$ cat src/rtl/axi_wr_pkg.sv
// Shared types and constants for the AXI4-Lite write-channel controller.
package axi_wr_pkg;

  typedef enum logic [2:0] {
    ST_IDLE,
    ST_WAIT_W,
    ST_WAIT_A,
    ST_WRITE,
    ST_RESP
  } state_t;

  localparam logic [1:0] RESP_OKAY   = 2'b00;
  localparam logic [1:0] RESP_SLVERR = 2'b10;

  localparam int unsigned IDX_MSB = 5;
  localparam int unsigned IDX_LSB = 2;

endpackage

$ cat src/rtl/axi_wr_ctrl.sv
// AXI4-Lite write controller: joins AW and W in either order, issues one
// register-file write per transaction and returns a B response.
module axi_wr_ctrl
  import axi_wr_pkg::*;
#(
  parameter int unsigned NREG = 8
) (
  input  logic        iCLK,
  input  logic        iRST,
  input  logic [31:0] iAWADDR,
  input  logic        iAWVALID,
  input  logic        iAWREADY,
  output logic        oBUSY,
  input  logic [31:0] iWDATA,
  input  logic [3:0]  iWSTRB,
  input  logic        iWVALID,
  output logic        oWREADY,
  output logic        oBVALID,
  output logic [1:0]  oBRESP,
  input  logic        iBREADY,
  output logic        oREG_WE,
  output logic [3:0]  oREG_IDX,
  output logic [31:0] oREG_WDATA,
  output logic [3:0]  oREG_WSTRB
);

  state_t      state;
  state_t      state_nx;
  logic [31:0] addr_q;
  logic [31:0] data_q;
  logic [3:0]  strb_q;

  logic        aw_hs;
  logic        w_hs;
  logic        aw_take;
  logic        addr_ok;
  logic [IDX_MSB-IDX_LSB:0] idx;
  logic        addr_unused;

  assign oWREADY = (state == ST_IDLE) || (state == ST_WAIT_W);
  assign aw_hs   = iAWVALID & iAWREADY;
  assign w_hs    = iWVALID & oWREADY;
  // Addresses are only taken while none is held, even if upstream ready misbehaves.
  assign aw_take = aw_hs && ((state == ST_IDLE) || (state == ST_WAIT_A));

  assign idx         = addr_q[IDX_MSB:IDX_LSB];
  assign addr_ok     = (addr_q[31:IDX_MSB+1] == '0) && (32'(idx) < NREG);
  assign addr_unused = ^addr_q[IDX_LSB-1:0];

  always_ff @(posedge iCLK) begin
    if (iRST) begin
      state  <= ST_IDLE;
      addr_q <= '0;
      data_q <= '0;
      strb_q <= '0;
    end else begin
      state <= state_nx;
      if (aw_take) addr_q <= iAWADDR;
      if (w_hs) begin
        data_q <= iWDATA;
        strb_q <= iWSTRB;
      end
    end
  end

  always_comb begin
    state_nx   = state;
    oBUSY      = aw_hs;
    oBVALID    = 1'b0;
    oBRESP     = RESP_OKAY;
    oREG_WE    = 1'b0;
    oREG_IDX   = '0;
    oREG_WDATA = '0;
    oREG_WSTRB = '0;
    unique case (state)
      ST_IDLE: begin
        if (aw_hs && w_hs) state_nx = ST_WRITE;
        else if (aw_hs)    state_nx = ST_WAIT_W;
        else if (w_hs)     state_nx = ST_WAIT_A;
      end
      ST_WAIT_W: begin
        oBUSY = 1'b1;
        if (w_hs) state_nx = ST_WRITE;
      end
      ST_WAIT_A: begin
        oBUSY = 1'b1;
        if (aw_hs) state_nx = ST_WRITE;
      end
      ST_WRITE: begin
        oBUSY    = 1'b1;
        state_nx = ST_RESP;
        if (addr_ok) begin
          oREG_WE    = 1'b1;
          oREG_IDX   = idx;
          oREG_WDATA = data_q;
          oREG_WSTRB = strb_q;
        end
      end
      ST_RESP: begin
        oBVALID = 1'b1;
        oBRESP  = addr_ok ? RESP_OKAY : RESP_SLVERR;
        // Busy drops during the B handshake so upstream ready is back on IDLE entry.
        oBUSY   = aw_hs | ~iBREADY;
        if (iBREADY) state_nx = ST_IDLE;
      end
      default: state_nx = ST_IDLE;
    endcase
  end

endmodule

$ cat config.mk
export PLATFORM = sky130hd
export DESIGN_NAME = axi_wr_ctrl
export DESIGN_NICKNAME = d
export VERILOG_FILES = /design/src/rtl/axi_wr_pkg.sv /design/src/rtl/axi_wr_ctrl.sv
export SDC_FILE = /design/constraint.sdc
export NUM_CORES = 1
export LEC_CHECK = 0
export CAP_MARGIN = 20
export CORE_ASPECT_RATIO = 1.5
export CORE_MARGIN = 2
export CORE_UTILIZATION = 48
export DETAILED_ROUTE_END_ITERATION = 7
export PLACE_DENSITY = 0.82
export REMOVE_ABC_BUFFERS = 1
export SLEW_MARGIN = 20
export SYNTH_ARGS = -nofsm -noshare
export SYNTH_HDL_FRONTEND = slang
export SYNTH_SLANG_ARGS = --single-unit
export TNS_END_PERCENT = 100
$ cat constraint.sdc
create_clock -name iCLK -period 4 [get_ports iCLK]
set_clock_uncertainty 0.2 [all_clocks]
set_input_delay 0.4 -clock iCLK [delete_from_list [all_inputs] [get_ports iCLK]]
set_output_delay 0.4 -clock iCLK [all_outputs]
set_load 0.005 [all_outputs]
* Word level (Yosys, flattened, before mapping)
Index checks and enable logic that the tools add are counted.
Widths: inputs -> output; s select.
** Cells by class
- Reductions and logical operators :: 9
- Eq/ne operators :: 8
- Muxes and demuxes :: 19
- Bitwise gates (word level) :: 4
- Order comparisons :: 1
** Operators by type and width (number)
- $mux 32 :: 2
- $logic_not 26->1 :: 1
- $mux 3 :: 6
- $mux 4 :: 4
- $pmux 3 s5 :: 1
- $eq 3x2->1 const B :: 2
- $ne 2x2->1 const B :: 3
- $lt 4x4->1 const B :: 1
- $mux 2 :: 2
- $ne 4x3->1 const B :: 1
- $reduce_and 4->1 :: 1
- $eq 3x1->1 const B :: 1
- $eq 3x3->1 const B :: 1
- $logic_and 1x1->1 :: 3
- $logic_not 3->1 :: 1
- $mux 1 :: 3
- $reduce_or 3->1 :: 1
- $and 1x1->1 :: 2
- $logic_or 1x1->1 :: 2
- $pmux 1 s2 :: 1
- $not 1->1 :: 1
- $or 1x1->1 :: 1
** Word-level totals
- Bits in registers :: 71
- Word-level logic and storage cells :: 45
- Input bits :: 74

* Longest topological paths before layout
- Depth in word-level cells :: 7
- Mapped depth :: 6

* Worst setup path before layout
No wires, ideal clock.
- Kind :: reg2out
- Start point :: reg addr_q[16]
- End point :: out oREG_IDX[0]
- Cell stages (with the launch flop) :: 5
- Buffers on the path :: 1
- Required time :: 3.400 ns
- Arrival time :: 1.214 ns
- Slack :: 2.186 ns
- Cells stage by stage :: dfxtp_1 nor4_1 nand4_2 buf_6 nor3_2
** On the way
- Word-level cells in the longest chain between the ends :: 4
** Ends and longest elaborated chain
- start, declared :: line axi_wr_ctrl.sv:29 : logic [31:0] addr_q;
- start signal, assigned :: line axi_wr_ctrl.sv:58 : if (aw_take) addr_q <= iAWADDR;
- $logic_not 26->1 :: line axi_wr_ctrl.sv:47 : assign addr_ok = (addr_q[31:IDX_MSB+1] == '0) && (32'(idx) < NREG);
- $logic_and 1x1->1 :: line axi_wr_ctrl.sv:47
- $mux 4 :: line axi_wr_ctrl.sv:92 : if (addr_ok) begin
- $mux 4 :: line axi_wr_ctrl.sv:75 : unique case (state)
- end, declared :: line axi_wr_ctrl.sv:22 : output logic [3:0] oREG_IDX,
Every way passes these cells.

* Final worst setup path
- Start point :: reg addr_q[16]
- End point :: out oREG_WDATA[21]
** On the way
- Word-level cells in the longest chain between the ends :: 4
** Ends and longest elaborated chain
- $logic_not 26->1 :: line axi_wr_ctrl.sv:47
- $logic_and 1x1->1 :: line axi_wr_ctrl.sv:47
- $mux 32 :: line axi_wr_ctrl.sv:92
- $mux 32 :: line axi_wr_ctrl.sv:75
- end, declared :: line axi_wr_ctrl.sv:23 : output logic [31:0] oREG_WDATA,
Every way passes these cells.

==> flow_metrics.tcl <==
set metrics [dict create \
    die_area_mm2 0.00736 \
    peakVddDrop_mv 0.274 \
    root_buffer "clkbuf_8" \
    fin_crit_sh_pct 89.3 \
    path_clk_slew_ns 0.07 \
    multiInputGateArea_mm2 0.00160 \
    die_h_um 104 \
    drt_iter0_markers 131 \
    seqCellArea_mm2 0.00138 \
    fin_tns_setup_ns 0 \
    yosysWarnings 0 \
    ctsLongestPathBuffers 2 \
    grtUsageMet3_pct 4.55 \
    rsz0062_at_grt "false" \
    period_minus_slack_ns 3.57 \
    syn_area_mm2 0.00321 \
    holdBufCountCts 0 \
    cts_buffers 9 \
    ctsHtreeMaxLevel 3 \
    core-area_mm2 0.00649 \
    ys.flop_type "dfxtp_1" \
    critical_path_required_ns 3.40 \
    fmax_mhz 280 \
    intPower_mw 1.23 \
    status "finished clean" \
    diodes 0 \
    tightest_slew_ns 0.764 \
    wirelength_um 7660 \
    layoutNonFillerInstCount 590 \
    p_comb_share_pct 17.3 \
    cts_tree "done" \
    wl_per_cell_um 13.0 \
    routed_via_density 5.09 \
    rows 36 \
    synthArstFlopShare_pct 0 \
    total_leakage_power_nw 1.50 \
    num-fill-cells 544 \
    cp-end-kind "output port" \
    netlist.area_leader.share_pct 43.1 \
    ys_seq_area_share_pct 43.1 \
    finalSetupViolations 0 \
    finalHoldViolCount 0 \
    grt.overflow.total 0 \
    share_seq_of_total_power_pct 44.5 \
    maxSlewHeadroom_pct 49.1 \
    final_max_slew_viol_count 0 \
    grt_antenna_before_repair 0 \
    syn_area_per_cell_um2 7.78 \
    io_pins 120 \
    grt_usage_pct 21.5 \
    layout-drive-gt1-share_pct 13.8 \
    p_sw_mw 0.453 \
    synth.largest_area_cell "dfxtp_1" \
    cpPeakStageDelay_ns 0.64 \
    initial_core_util_pct 49.4 \
    use_met1_pct 25.7 \
    path_cells "nor4_1 > nand4_4 > buf_4 > nor3_2 > clkdlybuf4s50_1" \
    p_per_area_mw_per_mm2 373 \
    p_sw_share_pct 26.9 \
    maxCapViolCount 0 \
    postRouteAntennaNets 0 \
    grt_pass1_vias 2929 \
    p_clk_share_pct 38.2 \
    vias 3001 \
    gr-usage-met2_pct 35.9 \
    place.detailed.hpwl_um 5320 \
    post-route-util_pct 69.6 \
    dieWidth_um 70.7 \
    grt_pass1_wl_um 13000 \
    clk_latency_ns 0.34 \
    area_growth_pct 40.9 \
    post_cts_resized 0 \
    netlist_top_cells_count "nand2_1, dfxtp_1, a21oi_1, nor3_2, buf_2" \
    place.gp.congestion 0.795 \
    place_inst 574 \
    synth-seq-cells 69 \
    synth_edf_count 0 \
    critPathLaunchType "register" \
    port_buffers 115 \
    grt_max_degree 70 \
    finalNetCount 583 \
    post_cts_buffers 0 \
    synth.most_common_cell "nand2_1" \
    arrival_ns 2.97 \
    synth_cells 412 \
    crit_fanout 28 \
    hold_class "reg2reg" \
    cts_num_sinks 69 \
    crit_type "reg2out" \
    busiest_layer "met2" \
    synth_area_leaders "dfxtp_1, nand2_1, nor3_2, a21oi_1, buf_6" \
    synth_cell_type_count 28 \
    crit_path_top_delay_cell "nand4_4" \
    drt_pass1_iterations 5 \
    drc 0 \
]
logic make-up (layout without fill, tap and decap cells):
kind of cell / Yosys count / count (layout) / share of synthesized area [%]
mux: 2 / 2 / 0.664
flops: 69 / 69 / 43.1
compound gates: 69 / 69 / 10.9
simple gates: 233 / 233 / 37.8
other cells: 1 / 2 / 0.117
buf+inv: 38 / 139 / 7.42
sequential cells by signal, summed over array words and instances, names as in the netlist:
| name | cells |
|---|---|
| state | 3 |
| data_q | 32 |
| strb_q | 4 |
| addr_q | 30 |
cell usage in the layout, fill, tap and decap left out, types with 2 or more instances in the layout:
cell / Yosys / layout
clkdlybuf4s50_1: 0 / 114
nor2_1: 2 / 2
dfxtp_1: 69 / 69
bufinv_16: 0 / 2
nor4_1: 5 / 5
nor3_2: 40 / 40
conb_1: 1 / 2
clkbuf_8: 0 / 11
a21oi_1: 67 / 67
buf_4: 7 / 7
nor3_1: 3 / 3
nand2_1: 172 / 172
power groups by stage:
stage,Clock [mW],Sequential (mW),Combinational [mW]
final,0.643,0.748,0.291
after global routing,0.686,0.753,0.321
after CTS,0.652,0.748,0.294
after detailed placement,0,0.764,0.293
after global placement,0,0.762,0.286
after floorplan,0,0.758,0.149
cell type report:
cell class | count | area share (%)
Clock buffer | 11 | 3.35
Clock inverter | 5 | 1.80
Inverter | 1 | 0.0831
Multi-Input combinational cell | 306 | 35.5
Sequential cell | 69 | 30.6
Tap cell | 76 | 2.11
Timing Repair Buffer | 122 | 26.5
worst max-delay path, delay by kind of cell, from the launching register on:
kind,cells,cell delay (ns)
buf+inv,2,0.96
flops,1,0.31
simple gates,3,1.36
stage by stage:
step | cell area (um^2) | setup WS [ns] | total power, mW | hold slack, ns
detailed placement | 4280 | 0.734 | 1.06 | 0.247
global route | 4520 | 0.264 | 1.76 | 0.274
CTS | 4520 | 0.372 | 1.69 | 0.256
floorplan | 2980 | 1.00 | 0.907 | 0.230
finish | 4520 | 0.428 | 1.68 | 0.256
global placement | 4280 | 0.807 | 1.05 | 0.242
per-layer routing:
layer  vias up  routed length (um)
met5         -                   0
met4         0                 189
met3        19                 453
met2        95                3920
met1      1352                3090
li1       1535                   -
final timing paths:
path / start / slack [ns] / cells after the start / endpoint
worst min-delay path: data_q[20] / 0.26 / 2 / data_q[20]
worst max register to register: state[1] / 2.06 / 4 / data_q[15]
worst min register to register: data_q[20] / 0.26 / 2 / data_q[20]
worst max-delay path: addr_q[16] / 0.43 / 5 / oREG_WDATA[21]
No activity file was read; power rests on OpenSTA's default activity.
